**src/rtl/mult_div_unit_pkg.sv**
```systemverilog
// rtl/mult_div_unit_pkg.sv - shared op/state encodings and width default for mult_div_unit
package mult_div_unit_pkg;

  localparam int SIZE_DEFAULT = 32;

  typedef enum logic [1:0] {
    OP_MULTU = 2'b00,
    OP_MULT  = 2'b01,
    OP_DIVU  = 2'b10,
    OP_DIV   = 2'b11
  } op_e;

  typedef enum logic [1:0] {
    ST_IDLE = 2'b00,
    ST_RUN  = 2'b01,
    ST_DONE = 2'b10
  } state_e;

endpackage

```
**src/rtl/mult_div_unit.sv**
```systemverilog
// rtl/mult_div_unit.sv - iterative shift-add multiply / restoring divide with HI/LO result
module mult_div_unit
  import mult_div_unit_pkg::*;
#(
  parameter int size = SIZE_DEFAULT
) (
  input  logic            clk_i,
  input  logic            rst_i,
  input  logic            start_i,
  input  logic [1:0]      op_i,
  input  logic [size-1:0] src1_i,
  input  logic [size-1:0] src2_i,
  output logic            busy_o,
  output logic            done_o,
  output logic [size-1:0] hi_o,
  output logic [size-1:0] lo_o,
  output logic            div_zero_o
);

  localparam int CW = $clog2(size);

  state_e              state;
  logic [2*size-1:0]   acc;
  logic [size-1:0]     opnd;
  logic [CW-1:0]       cnt;
  logic                is_div;
  logic                res_neg;
  logic                rem_neg;

  op_e                 op;
  logic                op_is_div;
  logic                neg1;
  logic                neg2;
  logic [size-1:0]     mag1;
  logic [size-1:0]     mag2;

  logic [size:0]       sum;
  logic [size:0]       rem;
  logic [size:0]       diff;
  logic [2*size-1:0]   step_acc;
  logic [2*size-1:0]   prod_fin;
  logic [size-1:0]     quo_fin;
  logic [size-1:0]     rem_fin;

  // Signed ops run on magnitudes; the most-negative value stays a valid unsigned magnitude.
  always_comb begin
    op        = op_e'(op_i);
    op_is_div = (op == OP_DIVU) || (op == OP_DIV);
    neg1      = (op == OP_MULT || op == OP_DIV) && src1_i[size-1];
    neg2      = (op == OP_MULT || op == OP_DIV) && src2_i[size-1];
    mag1      = neg1 ? (~src1_i + 1'b1) : src1_i;
    mag2      = neg2 ? (~src2_i + 1'b1) : src2_i;
  end

  // One iteration: acc holds {partial product, multiplier} or {remainder, dividend/quotient}.
  always_comb begin
    sum  = {1'b0, acc[2*size-1:size]} + {1'b0, opnd};
    rem  = {acc[2*size-1:size], acc[size-1]};
    diff = rem - {1'b0, opnd};
    step_acc = acc;
    if (!is_div) begin
      if (acc[0]) step_acc = {sum, acc[size-1:1]};
      else        step_acc = {1'b0, acc[2*size-1:1]};
    end else if (!diff[size]) begin
      step_acc = {diff[size-1:0], acc[size-2:0], 1'b1};
    end else begin
      step_acc = {rem[size-1:0], acc[size-2:0], 1'b0};
    end
    prod_fin = res_neg ? (~step_acc + 1'b1) : step_acc;
    quo_fin  = res_neg ? (~step_acc[size-1:0] + 1'b1) : step_acc[size-1:0];
    rem_fin  = rem_neg ? (~step_acc[2*size-1:size] + 1'b1) : step_acc[2*size-1:size];
  end

  always_ff @(posedge clk_i or negedge rst_i) begin
    if (!rst_i) begin
      state      <= ST_IDLE;
      acc        <= '0;
      opnd       <= '0;
      cnt        <= '0;
      is_div     <= 1'b0;
      res_neg    <= 1'b0;
      rem_neg    <= 1'b0;
      busy_o     <= 1'b0;
      done_o     <= 1'b0;
      hi_o       <= '0;
      lo_o       <= '0;
      div_zero_o <= 1'b0;
    end else begin
      case (state)
        ST_IDLE: begin
          if (start_i) begin
            is_div <= op_is_div;
            busy_o <= 1'b1;
            if (op_is_div && (src2_i == '0)) begin
              hi_o       <= src1_i;
              lo_o       <= '1;
              div_zero_o <= 1'b1;
              done_o     <= 1'b1;
              state      <= ST_DONE;
            end else begin
              acc     <= {{size{1'b0}}, mag1};
              opnd    <= mag2;
              res_neg <= neg1 ^ neg2;
              rem_neg <= neg1;
              cnt     <= CW'(size - 1);
              state   <= ST_RUN;
            end
          end
        end
        ST_RUN: begin
          acc <= step_acc;
          cnt <= cnt - 1'b1;
          if (cnt == '0) begin
            if (is_div) begin
              hi_o <= rem_fin;
              lo_o <= quo_fin;
            end else begin
              hi_o <= prod_fin[2*size-1:size];
              lo_o <= prod_fin[size-1:0];
            end
            div_zero_o <= 1'b0;
            done_o     <= 1'b1;
            state      <= ST_DONE;
          end
        end
        ST_DONE: begin
          done_o <= 1'b0;
          busy_o <= 1'b0;
          state  <= ST_IDLE;
        end
        default: begin
          done_o <= 1'b0;
          busy_o <= 1'b0;
          state  <= ST_IDLE;
        end
      endcase
    end
  end

endmodule
```
**config.mk**
```make
export PLATFORM = sky130hd
export DESIGN_NAME = mult_div_unit
export DESIGN_NICKNAME = d
export VERILOG_FILES = /design/src/rtl/mult_div_unit_pkg.sv /design/src/rtl/mult_div_unit.sv
export SDC_FILE = /design/constraint.sdc
export NUM_CORES = 1
export LEC_CHECK = 0
export CORE_ASPECT_RATIO = 1.75
export CORE_UTILIZATION = 64
export CTS_CLUSTER_DIAMETER = 30
export DETAILED_ROUTE_END_ITERATION = 8
export GPL_TIMING_DRIVEN = 0
export HOLD_SLACK_MARGIN = 0.03
export PLACE_DENSITY = 0.86
export SLEW_MARGIN = 0
export SYNTH_ARGS = -nofsm -noshare
export SYNTH_HDL_FRONTEND = slang
export SYNTH_SLANG_ARGS = --single-unit
```
**constraint.sdc**
```tcl
create_clock -name clk_i -period 15.35 [get_ports clk_i]
set_input_delay 4.605 -clock clk_i [delete_from_list [all_inputs] [get_ports clk_i]]
set_output_delay 4.605 -clock clk_i [all_outputs]
set_load 0.02 [all_outputs]
```
Yosys cells after proc, flatten, opt, wreduce, memory -nomap -nowiden

Cells that the tools add are included.

Register bits: 173
Input bits: 69
Output and inout port bits: 67

$add $sub $neg: 8
Equality and inequality tests: 8
Mux-type cells: 36
Bitwise gates (word level): 8
Reduce and logical (&&, ||, !) cells: 16

Operator list:

| kind                                              | count |
|---|---|
| 2-to-1 mux 32 bit                                 | 12 |
| 2-to-1 mux 64 bit                                 | 6 |
| adder 32 x 1 -> 32 bit (second input constant)    | 4 |
| inverter 32 bit                                   | 4 |
| one-hot mux 32 bit (2 select lines)               | 2 |
| one-hot mux 64 bit (2 select lines)               | 1 |
| adder 64 x 1 -> 64 bit (second input constant)    | 1 |
| inverter 64 bit                                   | 1 |
| adder 32 x 32 -> 33 bit                           | 1 |
| subtractor 33 x 32 -> 33 bit                      | 1 |
| zero test 32 bit                                  | 1 |
| 2-to-1 mux 5 bit                                  | 2 |
| one-hot mux 5 bit (2 select lines)                | 1 |
| AND reduction 3 bit                               | 3 |
| inequality test 2 bit (second input constant)     | 4 |
| 2-to-1 mux 2 bit                                  | 3 |
| one-hot mux 1 bit (2 select lines)                | 3 |
| AND reduction 2 bit                               | 3 |
| zero test 5 bit                                   | 1 |
| 2-to-1 mux 1 bit                                  | 5 |
| subtractor 5 x 1 -> 5 bit (second input constant) | 1 |
| == test 2 x 1 -> 1 bit (second input constant)    | 2 |
| == test 2 bit (second input constant)             | 2 |
| one-hot mux 2 bit (2 select lines)                | 1 |
| other kinds (7)                                   | 11 |

Depth between registers and ports, before layout

Gate-level depths: netlist (run 1).

Depth after elaboration: 9
Depth in mapped cells: 25
Gate-level depth less buffers: 24

Worst setup path after synthesis (run 1)

No wires, ideal clock.

Kind: in2reg
From: input src2_i[11]
To: register lo_o[14]
Library setup time: 0.141 ns
Arrival: 7.446 ns
Data required time: 15.209 ns
Path slack: 7.763 ns
Stages: 13
Path buffers: 2
Path through: or3_1 or3_1 nor3_1 nand2_1 nor3_1 and4b_1 o21ai_0 o21ai_0 nand2_1 clkinv_1 clkbuf_1 clkbuf_1 a31oi_1

Longest elaborated chain between the ends: 4

RTL lines:

| item                                   | RTL line             | text |
|---|---|---|
| from (decl)                            | mult_div_unit.sv:12  | `input logic [size-1:0] src2_i,` |
| zero test 32 bit                       | mult_div_unit.sv:94  | `if (op_is_div && (src2_i == '0)) begin` |
| logical AND 1 bit                      | mult_div_unit.sv:94  |  |
| inequality test 2 bit (no source line) | -                    |  |
| AND reduction 4 bit (no source line)   | -                    |  |
| to (signal assigned)                   | mult_div_unit.sv:116 | `lo_o <= quo_fin;` |
| to (signal assigned)                   | mult_div_unit.sv:119 | `lo_o <= prod_fin[size-1:0];` |
| to (decl)                              | mult_div_unit.sv:16  | `output logic [size-1:0] lo_o,` |

No other way between the ends.
A chain may end at the register's enable or synchronous reset.

Final worst setup path (run 1)

From: input src2_i[7]
To: register acc[9]

Longest elaborated chain between the ends: 4

RTL lines:

| item                                   | RTL line             | text |
|---|---|---|
| zero test 32 bit                       | mult_div_unit.sv:94  |  |
| logical AND 1 bit                      | mult_div_unit.sv:94  |  |
| inequality test 2 bit (no source line) | -                    |  |
| AND reduction 3 bit (no source line)   | -                    |  |
| to (signal assigned)                   | mult_div_unit.sv:101 | `acc <= {{size{1'b0}}, mag1};` |
| to (signal assigned)                   | mult_div_unit.sv:111 | `acc <= step_acc;` |
| to (decl)                              | mult_div_unit.sv:23  | `logic [2*size-1:0] acc;` |

No other way between the ends.

==> flow_summary.ini, run 1 <==
[setup_path]
critPathSlowestCell = clkbuf_1
crit_type = in2reg
regToRegStartpoint = is_div
cp.required_ns = 15.72
crit_fanout = 10
cp_data_arrival_time_ns = 9.80
cp-start-kind = input port
cp_num_buf_inv = 3
reg2reg_depth = 17
rrSetupSlack_ns = 6.92
path_depth = 12
endpoint = acc[9]
worstSetupEndpointType = flip-flop
cpPeakStageDelay_ns = 0.86
path_cells = clkdlybuf4s50_1, nor3_1, nor3b_1, nand2_1, nor3_1, and4b_1, nand2b_1, a21o_1, clkbuf_1, clkbuf_1, nand2_1, o21ai_0
startpoint = src2_i[7]
path_delay_family = simple AND/OR/NAND/NOR gates
r2r-end = hi_o[24]

[yosys]
ys_ff_latch = 173
ys_types = 87
ys_seq_area_share_pct = 28.6
syn_area_um2 = 15100
syn_nets = 2116
async_flop_share_pct = 100
synth_edf_count = 0
synth.avg_cell_area_um2 = 7.67
yosys_warnings = 0
postSynthCellCount = 1975
synth_ff_type = dfrtp_1

[drt]
vias = 17538
ant_nets = 0
drt_iter0_drc = 2425
drt-pass1-iter-count = 9
wl_per_cell_um = 26.6
vias_per_cell = 7.17
wl_mm = 65.0
drc = 0

[floorplan]
die-area_um2 = 24300
dieHeight_um = 205
die_w_um = 118
rows = 74
io_pins = 136
core-area_um2 = 23200
start_util_pct = 65.2

[placement]
io_buffers = 134
placed_cell_area_um2 = 16900
hpwlAfterDp_mm = 48.4
gp_congestion = 1.10

[clock_tree]
cts_hold_buf = 0
clockBufferDepth = 2
clock-sinks = 173
clkTransAtPathRegs_ns = 0.07
cts_inserted_buffers = 17
h-tree-depth = 4
cts_resized = 0
tritoncts = yes
cts-root-buf = clkbuf_16
insertion_delay_ns = 0.49
postCtsSetupBuffers = 0

[global_routing]
antenna_found_initial = 1
grt_overflow = 0
grt_pass1_vias = 17369
grt_usage_pct = 55.9
grt_max_degree = 91
grt_pass1_wl_mm = 99.8

[timing]
hold_violations = 0
setup_tns_ns = 0
rsz0062_at_grt = no
setup_viol = 0
fin_skew_ns = 0.00973
fmax_mhz = 106
period_needed_ns = 9.43
finalCritPeriodShare_pct = 61.4
slew_viol_final = 0
slew_headroom_pct = 9.01
worst_pin_slew_ns = 1.36

[hold_path]
worst_hold_path_type = reg2reg

[job]
drv_cap = 0

[outcome]
status = finished, final reports clean

[layout]
area_growth_pct = 15.4
final_layout_size_suffix_gt1_share_pct = 4.20
nets = 2270
final_cell_area_um2 = 17500
## placed cells by master (no fill, tap or decap), types with 12 or more instances in the layout
master           netlist  final
nor3_1                45     45
dfrtp_1              173    173
a31oi_1               44     44
clkbuf_1              82     82
clkbuf_16              0     17
or3_1                 24     24
xor2_1                68     68
buf_2                 12     12
mux2i_1               48     48
o31ai_1               19     19
nand3_1               51     51
and3_1                17     17
mux2_2                12     12
nand2_1              236    236
o21ai_0              161    161
nand2b_1              12     12
a22o_1                14     14
a211oi_1              17     17
nor2_1               210    210
a21o_1                26     26
clkdlybuf4s50_1        0    133
inv_1                 73     73
a21oi_1              196    196
o21a_1                15     15
o211ai_1              25     25
xnor2_1               85     85
buf_1                 12     12
nand4_1               28     28
nor4_1                15     15
ha_1                  70     70
## worst min-delay path by stage
stage / from / end / slack [ns] / depth (start not counted)
after global placement: hi_o[0] / hi_o[0] / 0.46 / 1
after floorplan: acc[30] / acc[30] / 0.47 / 2
final: hi_o[0] / hi_o[0] / 0.48 / 1
after CTS: hi_o[0] / hi_o[0] / 0.48 / 1
after global routing: hi_o[0] / hi_o[0] / 0.52 / 1
after detailed placement: hi_o[0] / hi_o[0] / 0.46 / 1
## area by class of cell
type / count / area, µm²
fill: 1879 / 5760
inverter: 74 / 278
multi-input combinational: 1619 / 10100
buffer: 109 / 439
antenna: 1 / 2.50
clock buffer: 19 / 453
tap: 304 / 380
clock inverter: 13 / 128
timing repair buffer: 135 / 1370
sequential: 173 / 4330
## per-stage QoR
stage	instances	utilization, %	setup slack (ns)	hold slack [ns]
after floorplan	1975	-	7.76	0.465
after global placement	2413	72.6	2.59	0.462
after detailed placement	2414	72.7	5.87	0.465
after CTS	2446	75.2	6.37	0.481
after global routing	2446	75.2	5.95	0.519
final	2447	75.2	5.92	0.480
## Yosys cell counts, drive strengths merged, types with 10 or more instances
library cell	n	area (µm²)
clkbuf	82	308
nand4	29	188
o211ai	26	209
dfrtp	173	4330
ha	70	876
o31ai	20	155
and3	17	106
mux2	12	135
inv	73	274
nand2b	12	75.1
nand2	236	886
nor3	46	235
nor2	210	788
a22o	14	123
xnor2	85	744
nor4	16	106
a21o	26	195
a21oi	197	997
xor2	68	596
o21ai	166	831
or2	10	62.6
a211oi	18	148
or3	25	161
buf	27	131
nand3	51	255
a31oi	45	288
o21a	15	113
mux2i	48	480
and2	10	62.6
## worst reg2reg max path: stages, from the launching register on
cell,delay [ns]
dfrtp_1,0.34
clkbuf_1,0.47
buf_1,0.84
buf_2,0.47
buf_2,0.39
clkbuf_1,0.75
clkbuf_1,0.87
clkbuf_1,0.65
buf_1,1.00
o211ai_1,0.29
o21ai_0,0.21
ha_1,0.24
nand3b_1,0.28
nand2b_1,0.38
nor3_1,0.34
a41oi_1,0.19
xor2_1,0.39
o211ai_1,0.17
## layer usage
metal / vias up / share of wire [%] / track usage (%)
li1: 7472 / - / -
met5: - / 0 / 3.75
met2: 1428 / 45 / 87.3
met1: 8006 / 29 / 51.8
met4: 0 / 13 / 61.1
met3: 632 / 12 / 24.6
## logic make-up after synthesis
| family | after synthesis | synth area share, % |
|---|---|---|
| buffers and inverters | 183 | 4.73 |
| DFF | 173 | 28.6 |
| and+or+nand+nor | 702 | 21.4 |
| AOI/OAI and AO/OA | 632 | 26.3 |
| muxes | 60 | 4.07 |
| xor gates and xnor gates | 153 | 8.85 |
| adders and majority gates | 72 | 6.05 |
## state kept, by name (all words and copies together) (netlist names), 2 cells and up
signal / flops
state: 2
lo_o: 32
acc: 64
opnd: 32
cnt: 5
hi_o: 32
Power of run 1 is left out: the tool's default activity adds up to more than one toggle a clock period on the data nets, which glitch-free logic cannot reach.
==> run 2, diff against run 1 <==
Settings changed: CORE_UTILIZATION 64 to 60, PLACE_DENSITY 0.86 to 0.82.
Clock period 15.35 ns to 9.1 ns, I/O delays scaled along.
==> run 2 against run 1 <==
Compared with the run above: utilization is 4.3 points lower; first-iteration DRC count fell by 0.95%; wire length grew 0.27%; register-to-register slack worse by 6.8 ns; via count decreased by 1.1%; design area rose by 0.33%; final cell count increased by 0.41%.
==> flow_summary.ini, run 2 (synthesized netlist as in run 1, its figures left out) <==
[layout]
largest_reg_flops = 64
nets = 2271
largest_register = acc
area_growth_pct = 15.8
final_layout_size_suffix_gt1_share_pct = 4.25
instances_no_fill = 2457
nFillCells = 2146
final_common_cell = nand2_1
final_cell_mix = nand2_1, nor2_1, a21oi_1, dfrtp_1, o21ai_0

[timing]
rsz0062_at_grt = no
slew_headroom_pct = 7.87
period_needed_ns = 8.94
slew_viol_final = 0
finalCritPeriodShare_pct = 98.2
fmax_mhz = 112
hold_violations = 0
setup_viol = 0
fin_hold_ws_ns = 0.482
worst_pin_slew_ns = 1.38
fin_skew_ns = 0.00825

[clock_tree]
clock-sinks = 173
cts_resized = 0
cts_hold_buf = 0
tritoncts = yes
insertion_delay_ns = 0.48
postCtsSetupBuffers = 0
cts-root-buf = clkbuf_16
cts_inserted_buffers = 17
clkTransAtPathRegs_ns = 0.07
h-tree-depth = 4
clockBufferDepth = 2

[floorplan]
rows = 76
die-area_um2 = 25900
start_util_pct = 61.2
dieHeight_um = 212
io_pins = 136
core-area_um2 = 24700
die_w_um = 122

[global_routing]
grt_pass1_vias = 17046
antenna_found_initial = 6
grt_usage_pct = 53.0
busiest_layer = met2
grt_use_met2_pct = 81.3
grt_pass1_wl_mm = 100
grt_overflow = 0
grt_max_degree = 95
use_met3_pct = 21.1
grtUsageMet1_pct = 52.6

[drt]
wl_mm = 65.2
ant_nets = 0
vias_per_cell = 7.06
drt-pass1-iter-count = 6
vias = 17350
drc = 0
wl_per_cell_um = 26.5
drt_iter0_drc = 2402

[setup_path]
cp-start-kind = flip-flop
rrSetupSlack_ns = 0.16
cp_data_arrival_time_ns = 9.34
worstSetupEndpointType = flip-flop
crit_fanout = 10
crit_type = reg2reg
cp.required_ns = 9.50

[outcome]
status = finished, final reports clean

[placement]
hpwlAfterDp_mm = 49.1
gp_congestion = 1.14
io_buffers = 134
dp_cells = 2422

[hold_path]
worst_hold_path_type = reg2reg

[job]
drv_cap = 0
==> run 2: changes by cell type in the layout (fill, tap and decap cells not counted), sizes merged <==
cell,delta
clkbuf,-1
inv,+1
buf,+1
bufinv,+2
clkinvlp,-2
diode,+1
==> run 2: path summary, 6_finish.rpt <==
check	end	from	cells past startpoint
min in group asynchronous	lo_o[28]	rst_i	1
max in group asynchronous	acc[61]	rst_i	2
setup / recovery	hi_o[10]	is_div	18
hold reg to reg	hi_o[0]	hi_o[0]	1
setup reg to reg	hi_o[10]	is_div	18
hold / removal	hi_o[0]	hi_o[0]	1
==> run 2: layer usage <==
| metal | up-vias | wire length, µm |
|---|---|---|
| li1 | 7489 | - |
| met1 | 8011 | 19800 |
| met2 | 1282 | 29400 |
| met3 | 562 | 7380 |
| met4 | 6 | 8540 |
| met5 | - | 35 |
==> run 2: stage by stage <==
step,utilization (%),TNS (ns),area (µm²),setup WS (ns)
after global placement,68.2,-311.04,16900,-1.82
after global routing,70.9,0,17500,0.236
after detailed placement,68.4,0,16900,1.34
after floorplan,-,0,15100,3.39
after CTS,70.9,0,17500,1.31
final,70.9,0,17500,0.160
==> run 2: area by class of cell <==
class                   count  area, µm²  share of cell area (%)
diodes                      2       5.00                  0.0285
plain buffers             109        439                    2.50
clock buffers              18        439                    2.50
clock inverters            14        179                    1.02
inverters                  74        278                    1.58
multi-input cells        1619      10100                    57.6
flip-flops and latches    173       4330                    24.7
well taps                 312        390                    2.23
repair buffers            136       1380                    7.88
==> run 2: critical path, stage by stage (launching register included) <==
cell	delay, ns
dfrtp_1	0.34
clkbuf_1	0.51
buf_1	0.85
buf_2	0.44
buf_2	0.39
clkbuf_1	0.85
clkbuf_1	0.83
clkbuf_1	0.68
buf_1	1.05
o211ai_1	0.32
o21ai_0	0.23
ha_1	0.27
nand3b_1	0.27
nand2b_1	0.36
nor2b_1	0.17
o21ai_0	0.11
xnor2_1	0.82
nand2_1	0.15
a21oi_1	0.15
Power of run 2 is left out for the same reason.
